File: src/rtl/imem_dmem_boot_loader.sv
// Boot sequencer: streams words into IMEM then DMEM as 64-bit pairs, then times a core run window.
// Optional BOOT_LOADER_CHECKSUM_EN adds a rotate-XOR checksum of every accepted stream word.
module imem_dmem_boot_loader #(
    parameter int PC_W       = 9,
    parameter int DM_ADDRESS = 9,
    parameter int DATA_W     = 32,
    parameter int CNT_W      = 8,
    parameter int RUN_W      = 16
) (
    input  logic                  clk,
    input  logic                  reset,
    input  logic                  start,
    input  logic [CNT_W-1:0]      inst_words,
    input  logic [CNT_W-1:0]      data_words,
    input  logic [RUN_W-1:0]      run_cycles,
    input  logic                  in_valid,
    input  logic [DATA_W-1:0]     in_data,
    output logic                  in_ready,
    output logic                  enable_load_ex_mem,
    output logic [PC_W-1:0]       InstExMemAddress,
    output logic [DATA_W-1:0]     InstExMemData1,
    output logic [DATA_W-1:0]     InstExMemData2,
    output logic [DM_ADDRESS-1:0] DataExMemAddress,
    output logic [DATA_W-1:0]     DataExMemData1,
    output logic [DATA_W-1:0]     DataExMemData2,
    output logic                  busy,
    output logic                  core_running,
    output logic                  done
`ifdef BOOT_LOADER_CHECKSUM_EN
    ,
    output logic [DATA_W-1:0]     checksum
`endif
);

    typedef enum logic [2:0] {S_IDLE, S_LOAD_I, S_LOAD_D, S_FLUSH, S_RUN, S_DONE} state_t;

    state_t                state, next_state;
    logic [CNT_W-1:0]      inst_cnt, data_cnt, word_idx, phase_cnt;
    logic [RUN_W-1:0]      run_len, run_ctr;
    logic [PC_W-4:0]       i_pair;
    logic [DM_ADDRESS-4:0] d_pair;
    logic [DATA_W-1:0]     stash, pair_lo, pair_hi;
    logic                  accept, last_word, complete, run_done;

    always_comb begin
        next_state         = state;
        accept             = in_valid && in_ready;
        phase_cnt          = (state == S_LOAD_D) ? data_cnt : inst_cnt;
        last_word          = (word_idx == phase_cnt - CNT_W'(1));
        // An even-index word closes a pair only when it is the last one of the phase.
        complete           = accept && (word_idx[0] || last_word);
        pair_lo            = word_idx[0] ? stash : in_data;
        pair_hi            = word_idx[0] ? in_data : '0;
        run_done           = (run_len == '0) || (run_ctr == run_len - RUN_W'(1));
        enable_load_ex_mem = (state == S_LOAD_I) || (state == S_LOAD_D) || (state == S_FLUSH);
        busy               = (state != S_IDLE) && (state != S_DONE);
        core_running       = (state == S_RUN);
        done               = (state == S_DONE);
        case (state)
            S_IDLE, S_DONE: begin
                if (start) begin
                    if (inst_words != '0)      next_state = S_LOAD_I;
                    else if (data_words != '0) next_state = S_LOAD_D;
                    else                       next_state = S_FLUSH;
                end
            end
            S_LOAD_I: if (accept && last_word) next_state = (data_cnt != '0) ? S_LOAD_D : S_FLUSH;
            S_LOAD_D: if (accept && last_word) next_state = S_FLUSH;
            S_FLUSH:  next_state = S_RUN;
            S_RUN:    if (run_done) next_state = S_DONE;
            default:  next_state = S_IDLE;
        endcase
    end

    always_ff @(posedge clk) begin
        if (reset) begin
            state            <= S_IDLE;
            in_ready         <= 1'b0;
            inst_cnt         <= '0;
            data_cnt         <= '0;
            run_len          <= '0;
            run_ctr          <= '0;
            word_idx         <= '0;
            i_pair           <= '0;
            d_pair           <= '0;
            stash            <= '0;
            InstExMemAddress <= '0;
            InstExMemData1   <= '0;
            InstExMemData2   <= '0;
            DataExMemAddress <= '0;
            DataExMemData1   <= '0;
            DataExMemData2   <= '0;
`ifdef BOOT_LOADER_CHECKSUM_EN
            checksum         <= '0;
`endif
        end else begin
            state <= next_state;
            // Registered ready leaves a one-cycle bubble after the last word of each phase.
            in_ready <= ((next_state == S_LOAD_I) || (next_state == S_LOAD_D)) && !(accept && last_word);
            case (state)
                S_IDLE, S_DONE: begin
                    if (start) begin
                        inst_cnt         <= inst_words;
                        data_cnt         <= data_words;
                        run_len          <= run_cycles;
                        run_ctr          <= '0;
                        word_idx         <= '0;
                        i_pair           <= '0;
                        d_pair           <= '0;
                        stash            <= '0;
                        InstExMemAddress <= '0;
                        InstExMemData1   <= '0;
                        InstExMemData2   <= '0;
                        DataExMemAddress <= '0;
                        DataExMemData1   <= '0;
                        DataExMemData2   <= '0;
`ifdef BOOT_LOADER_CHECKSUM_EN
                        checksum         <= '0;
`endif
                    end
                end
                S_LOAD_I, S_LOAD_D: begin
                    if (accept) begin
`ifdef BOOT_LOADER_CHECKSUM_EN
                        checksum <= {checksum[DATA_W-2:0], checksum[DATA_W-1]} ^ in_data;
`endif
                        word_idx <= last_word ? '0 : word_idx + CNT_W'(1);
                        if (!complete) begin
                            stash <= in_data;
                        end else if (state == S_LOAD_I) begin
                            InstExMemAddress <= {i_pair, 3'b000};
                            InstExMemData1   <= pair_lo;
                            InstExMemData2   <= pair_hi;
                            i_pair           <= i_pair + 1'b1;
                        end else begin
                            DataExMemAddress <= {d_pair, 3'b000};
                            DataExMemData1   <= pair_lo;
                            DataExMemData2   <= pair_hi;
                            d_pair           <= d_pair + 1'b1;
                        end
                    end
                end
                S_RUN: if (!run_done) run_ctr <= run_ctr + RUN_W'(1);
                default: ;
            endcase
        end
    end

endmodule

File: config.mk
export PLATFORM = sky130hd
export DESIGN_NAME = imem_dmem_boot_loader
export DESIGN_NICKNAME = d
export VERILOG_FILES = /design/src/rtl/imem_dmem_boot_loader.sv
export SDC_FILE = /design/constraint.sdc
export NUM_CORES = 1
export LEC_CHECK = 0
export ABC_AREA = 1
export CAP_MARGIN = 30
export CORE_MARGIN = 3
export CORE_UTILIZATION = 30
export DETAILED_ROUTE_END_ITERATION = 10
export DONT_BUFFER_PORTS = 1
export REMOVE_ABC_BUFFERS = 1
export SYNTH_ARGS = -nofsm -noshare
export SYNTH_HDL_FRONTEND = slang
export SYNTH_SLANG_ARGS = --single-unit
export TNS_END_PERCENT = 1
File: constraint.sdc
create_clock -name clk -period 2.66 [get_ports clk]
set_input_delay 0.266 -clock clk [delete_from_list [all_inputs] [get_ports clk]]
set_output_delay 0.266 -clock clk [all_outputs]
set_load 0.02 [all_outputs]
-- Word-level counts from Yosys, hierarchy flattened
Index checks and enable logic that the tools add are counted.
- register bits after elaboration: 250
- latch bits: 0
- RAM bits: 0
- memory bits (read-only): 0
- output and inout port bits: 151
- memories: 0
- add/sub/neg operators: 6
- multipliers: 0
- divide/modulo/power cells: 0
- magnitude comparators: 0
- equal/unequal tests: 17
- shift operators: 0
- muxes and demuxes: 56
- bitwise logic cells: 0
- reductions and logical operators: 27
- operators with widths (kind ; count):
    32-bit 2-to-1 mux ; 17
    32-bit one-hot mux with 2 select lines ; 5
    9-bit 2-to-1 mux ; 7
    6-bit 2-to-1 mux ; 7
    9-bit one-hot mux with 2 select lines ; 2
    16-bit 2-to-1 mux ; 2
    8-bit 2-to-1 mux ; 4
    16-bit one-hot mux with 2 select lines ; 1
    6-bit one-hot mux with 2 select lines ; 2
    8-bit nonzero test ; 3
    16-bit by 1-bit adder with 16-bit output, second input constant ; 1
    16-bit equality test ; 1
    16-bit zero test ; 1
    8-bit one-hot mux with 2 select lines ; 1
    16-bit by 1-bit subtractor with 16-bit output, second input constant ; 1
    3-bit one-hot mux with 5 select lines ; 1
    2-bit != test, second input constant ; 7
    6-bit by 1-bit adder with 6-bit output, second input constant ; 2
    3-bit 2-to-1 mux ; 4
    5-bit AND reduction ; 2
    3-bit by 2-bit equality test with 1-bit output, second input constant ; 3
    8-bit by 1-bit adder with 8-bit output, second input constant ; 1
    8-bit equality test ; 1
    8-bit by 1-bit subtractor with 8-bit output, second input constant ; 1
    other kinds (15) ; 29

-- Longest topological paths before layout
- word-level depth: 10
- mapped depth: 20
- mapped depth without buffers: 20

-- Worst setup path before layout
No wires, ideal clock.
- path type: reg-to-reg
- start: register state[1]
- end: register InstExMemData1[0]
- data arrival time: 2231 ps
- required time: 2547 ps
- path slack: 316 ps
- cell stages (with the launch flop): 15
- clock period less this slack: 2344 ps
- cell sequence: dfxtp_1 buf_2 buf_2 inv_2 nand2_1 nor2_1 inv_1 o21ai_1 inv_2 a21oi_1 nand2_4 buf_6 buf_2 o21ai_1 nor2_1
- RTL lines (element ; line ; text):
    start, declared ; 37 ; state_t state, next_state;
    start signal, assigned ; 97 ; state <= next_state;
    3-bit equality test (*) ; -- ;
    via done ; 28 ; output logic done
    2-bit OR reduction (*) ; 100 ; case (state)
    2-bit != test (no source line) or 2-bit nonzero test (tied branches) ; -- ;
    5-bit AND reduction (no source line) ; -- ;
    end signal, assigned ; 132 ; InstExMemData1 <= pair_lo;
    end, declared ; 21 ; output logic [DATA_W-1:0] InstExMemData1,
Mark *: on every way through the listed nets, which the timed path passes. The rest lies on a longest branch.
A chain may end at the register's enable or synchronous reset.

-- Worst setup path in the final report
- start: register state[0]
- end: register DataExMemData2[28]
- longest elaborated chain between the ends: 8
- ends and longest elaborated chain (element ; line ; text):
    3-bit by 2-bit equality test with 1-bit output ; 48, 100 ;
    8-bit 2-to-1 mux ; 48 ; phase_cnt = (state == S_LOAD_D) ? data_cnt : inst_cnt;
    8-bit by 1-bit subtractor with 8-bit output ; 49 ; last_word = (word_idx == phase_cnt - CNT_W'(1));
    8-bit equality test ; 49 ;
    1-bit logical OR ; 51 ; complete = accept && (word_idx[0] || last_word);
    1-bit logical AND ; 51 ;
    2-bit != test (no source line) ; -- ;
    5-bit AND reduction (no source line) ; -- ;
    end signal, assigned ; 138 ; DataExMemData2 <= pair_hi;
    end, declared ; 25 ; output logic [DATA_W-1:0] DataExMemData2,
Several ways; a longest one is shown, not always the timed one.

==> results_dict.tcl <==
set metrics [dict create \
    outcome "finished clean" \
    nNetsFinal 1805 \
    cts_tree "built" \
    core_area_sq_um 37800 \
    worstHoldStart "in_data[7]" \
    worstPathRequired_ns 3.11 \
    period_minus_slack_ns 2.57 \
    path_cells "nor2_4, buf_6, nand3_1, nand2_2, nand2_1, nor2_1, nand3_1, nand2_1, nand2_1, nor2_2, nand2_2, nand3_4, nand2_4, buf_12, o21ai_0, nor2_1" \
    grt_busiest_layer "met2" \
    grt.total_usage_pct 16.0 \
    reg2reg_slack_ns 0.09 \
    synth_area_leader_cell "dfxtp_1" \
    drt_iter0_markers 693 \
    path_common_cell "nand2_1" \
    antenna_found_initial 0 \
    yosys_warnings 0 \
    antenna_cells 0 \
    place_hpwl_um 21400 \
    synth_ff_type "dfxtp_1" \
    cts_buffer_depth 3 \
    drive_above_1_share_pct 8.56 \
    gp_congestion 0.857 \
    synth_common_cells "nor2_1, nand2_1, dfxtp_1" \
    setup_violations 0 \
    gr-usage-met3_pct 4.51 \
    crit_slowest_cell "dfxtp_2" \
    finClkSkew_ns 0.0180 \
    synth.distinct_cells 40 \
    synth.area.top_cells "dfxtp_1, nor2_1, nand2_1, o21ai_0, inv_1" \
    clk_latency_ns 0.57 \
    grt_pass1_vias 10115 \
    netlist_area_sq_um 11600 \
    drt-total-wl_um 36900 \
    p_leak_nw 5.80 \
    holdPathStages 4 \
    vdd_drop_max_mv 0.489 \
    cts_made_buffers 30 \
    die_w_um 202 \
    synth_cells 1707 \
    worstSetupEndpointType "flip-flop" \
    clk_pin_slew_ns 0.06 \
    cap_violations 0 \
    overflow 0 \
    rr_worst_depth 16 \
    fin_crit_sh_pct 96.8 \
    path_delay_family "simple AND/OR/NAND/NOR gates" \
    grt_max_degree 79 \
    gr-usage-met1_pct 20.2 \
    synth_top_area_share_pct 42.3 \
    die_h_um 202 \
    arrival_ns 3.03 \
    synth-seq-cells 244 \
    tightest_slew_ns 0.728 \
    hold_path_end "stash[7]" \
    ant_nets 0 \
    yosysSeqAreaShare_pct 42.3 \
    synth_enable_flop_cells 0 \
    criticalPathCategory "flip-flop to flip-flop" \
    via_per_inst 4.82 \
    dieArea_sq_um 40900 \
    place_area_sq_um 12000 \
    max_stage_delay_ns 0.34 \
    start_util_pct 30.5 \
    r2r_end "DataExMemData2[28]" \
    rows 71 \
    grt_pass1_wl_um 53900 \
    r2r_start "state[0]" \
    critPathLaunchType "flip-flop" \
    path_max_fanout 50 \
    path_buf_inv 2 \
    power_density_nw_per_um2 723 \
    drtPass1Iterations 5 \
    synthToLayoutAreaGrowth_pct 20.3 \
    finalMaxSlewViolations 0 \
    fillerInstances 4035 \
    ios 219 \
    multi_input_area_sq_um 5660 \
    io_buffers 0 \
    seq_area_sq_um 4890 \
    drc 0 \
    syn_area_per_cell_sq_um 6.77 \
    cts_htree_levels 1 \
    yosysMostFrequentCell "nor2_1" \
    slew_headroom_pct 51.4 \
    ys_async_sr_fraction_pct 0 \
    p_total_mw 10.0 \
    hold_viol_final 0 \
    ctsRootBufferMaster "clkbuf_16" \
    vias 10915 \
    rsz0062_at_grt "true" \
    wl_per_cell_um 16.3 \
    clkSinkCount 244 \
    met2_usage_pct 26.9 \
    min_path_type "input pin to flip-flop" \
    final_cell_area_sq_um 13900 \
    max_freq_mhz 388 \
]
-- power breakdown --
group	switching [mW]	total [mW]	internal [mW]
logic	1.03	1.62	0.591
clock network	1.66	4.05	2.39
registers	0.439	4.38	3.94
-- worst max-delay path by stage --
stage,startpoint,to,slack [ns],depth (start not counted)
after floorplan,word_idx[0],i_pair[2],-1.05,10
after global placement,state[2],i_pair[3],0.11,15
after detailed placement,state[0],i_pair[3],0.05,15
after CTS,state[2],InstExMemData1[23],0.02,14
after global routing,state[0],InstExMemData1[13],-0.06,18
final,state[0],DataExMemData2[28],0.09,16
-- layout make-up --
cell class | count | area share, %
clock buffer | 42 | 6.30
clock inverter | 13 | 0.828
inverter | 147 | 4.19
multi-input combinational | 1217 | 40.7
sequential | 244 | 35.2
tap | 511 | 4.60
timing repair buffer | 89 | 8.15
timing repair inverter | 1 | 0.0540
-- routing by layer --
metal	wire, um	up-vias	share of wire, %
li1	-	5467	-
met1	15900	5032	43
met2	17100	361	46
met3	2950	55	8.0
met4	878	0	2.4
met5	0	-	0
-- what timing repair did --
item / in CTS / in global routing
endpoints found under the setup margin: 0 / 201
gates resized for setup: 0 / 53
setup buffers: 0 / 2
endpoints found under the hold margin: 101 / 0
hold buffers: 48 / 0
-- state kept, by name, indices dropped and copies added (netlist names) --
register,flops
state,3
inst_cnt,8
stash,32
InstExMemData2,32
i_pair,6
run_len,16
DataExMemData1,32
d_pair,6
InstExMemAddress,6
run_ctr,16
data_cnt,8
in_ready,1
DataExMemData2,32
DataExMemAddress,6
word_idx,8
InstExMemData1,32
-- metrics by stage --
step / hold slack, ns / instances / setup slack, ns / util [%] / TNS (ns)
2_1_floorplan: 0.335 / 1608 / -1.05 / - / -164.14
3_3_place_gp: 0.358 / 2148 / 0.109 / 31.7 / 0
3_5_place_dp: 0.359 / 2148 / 0.0466 / 31.7 / 0
4_1_cts: 0.000568 / 2251 / 0.0217 / 35.6 / 0
5_1_grt: 0.0351 / 2264 / -0.0583 / 36.7 / -3.04
6_report: 0.0172 / 2264 / 0.0853 / 36.7 / 0
-- logic make-up (layout without fill, tap and decap cells) --
logic type / count (synthesis) / count (layout) / synth area share [%]
and+or+nand+nor: 848 / 848 / 30.0
adders and majority gates: 7 / 7 / 0.758
buffers and inverters: 251 / 292 / 9.89
other: 1 / 6 / 0.0324
DFF: 244 / 244 / 42.3
AOI/OAI and AO/OA: 316 / 316 / 13.8
xor gates and xnor gates: 40 / 40 / 3.27
-- worst register-to-register path, stage by stage, from the launching register on --
cell	delay, ns
dfxtp_2	0.34
nor2_4	0.20
buf_6	0.18
nand3_1	0.09
nand2_2	0.12
nand2_1	0.10
nor2_1	0.11
nand3_1	0.09
nand2_1	0.11
nand2_1	0.07
nor2_2	0.15
nand2_2	0.09
nand3_4	0.11
nand2_4	0.11
buf_12	0.19
o21ai_0	0.31
nor2_1	0.07
-- placed cells by master (no fill, tap or decap), drive strengths merged --
cell and count:
ha 7, xor2 28, o21bai 1, bufinv 1, o211ai 1, nand3 78, a211oi 1, nand2 297
nand4 6, xnor3 2, clkbuf 50, nand3b 2, nor3 38, o21a 1, and3 1, nor2 415
or2 1, dlygate4sd3 47, nor4 10, o22ai 1, buf 34, xnor2 10, inv 142, a21oi 93
dfxtp 244, clkinvlp 6, conb 6, a31oi 1, clkinv 12, o21ai 217
(Power assumes the default switching activity.)
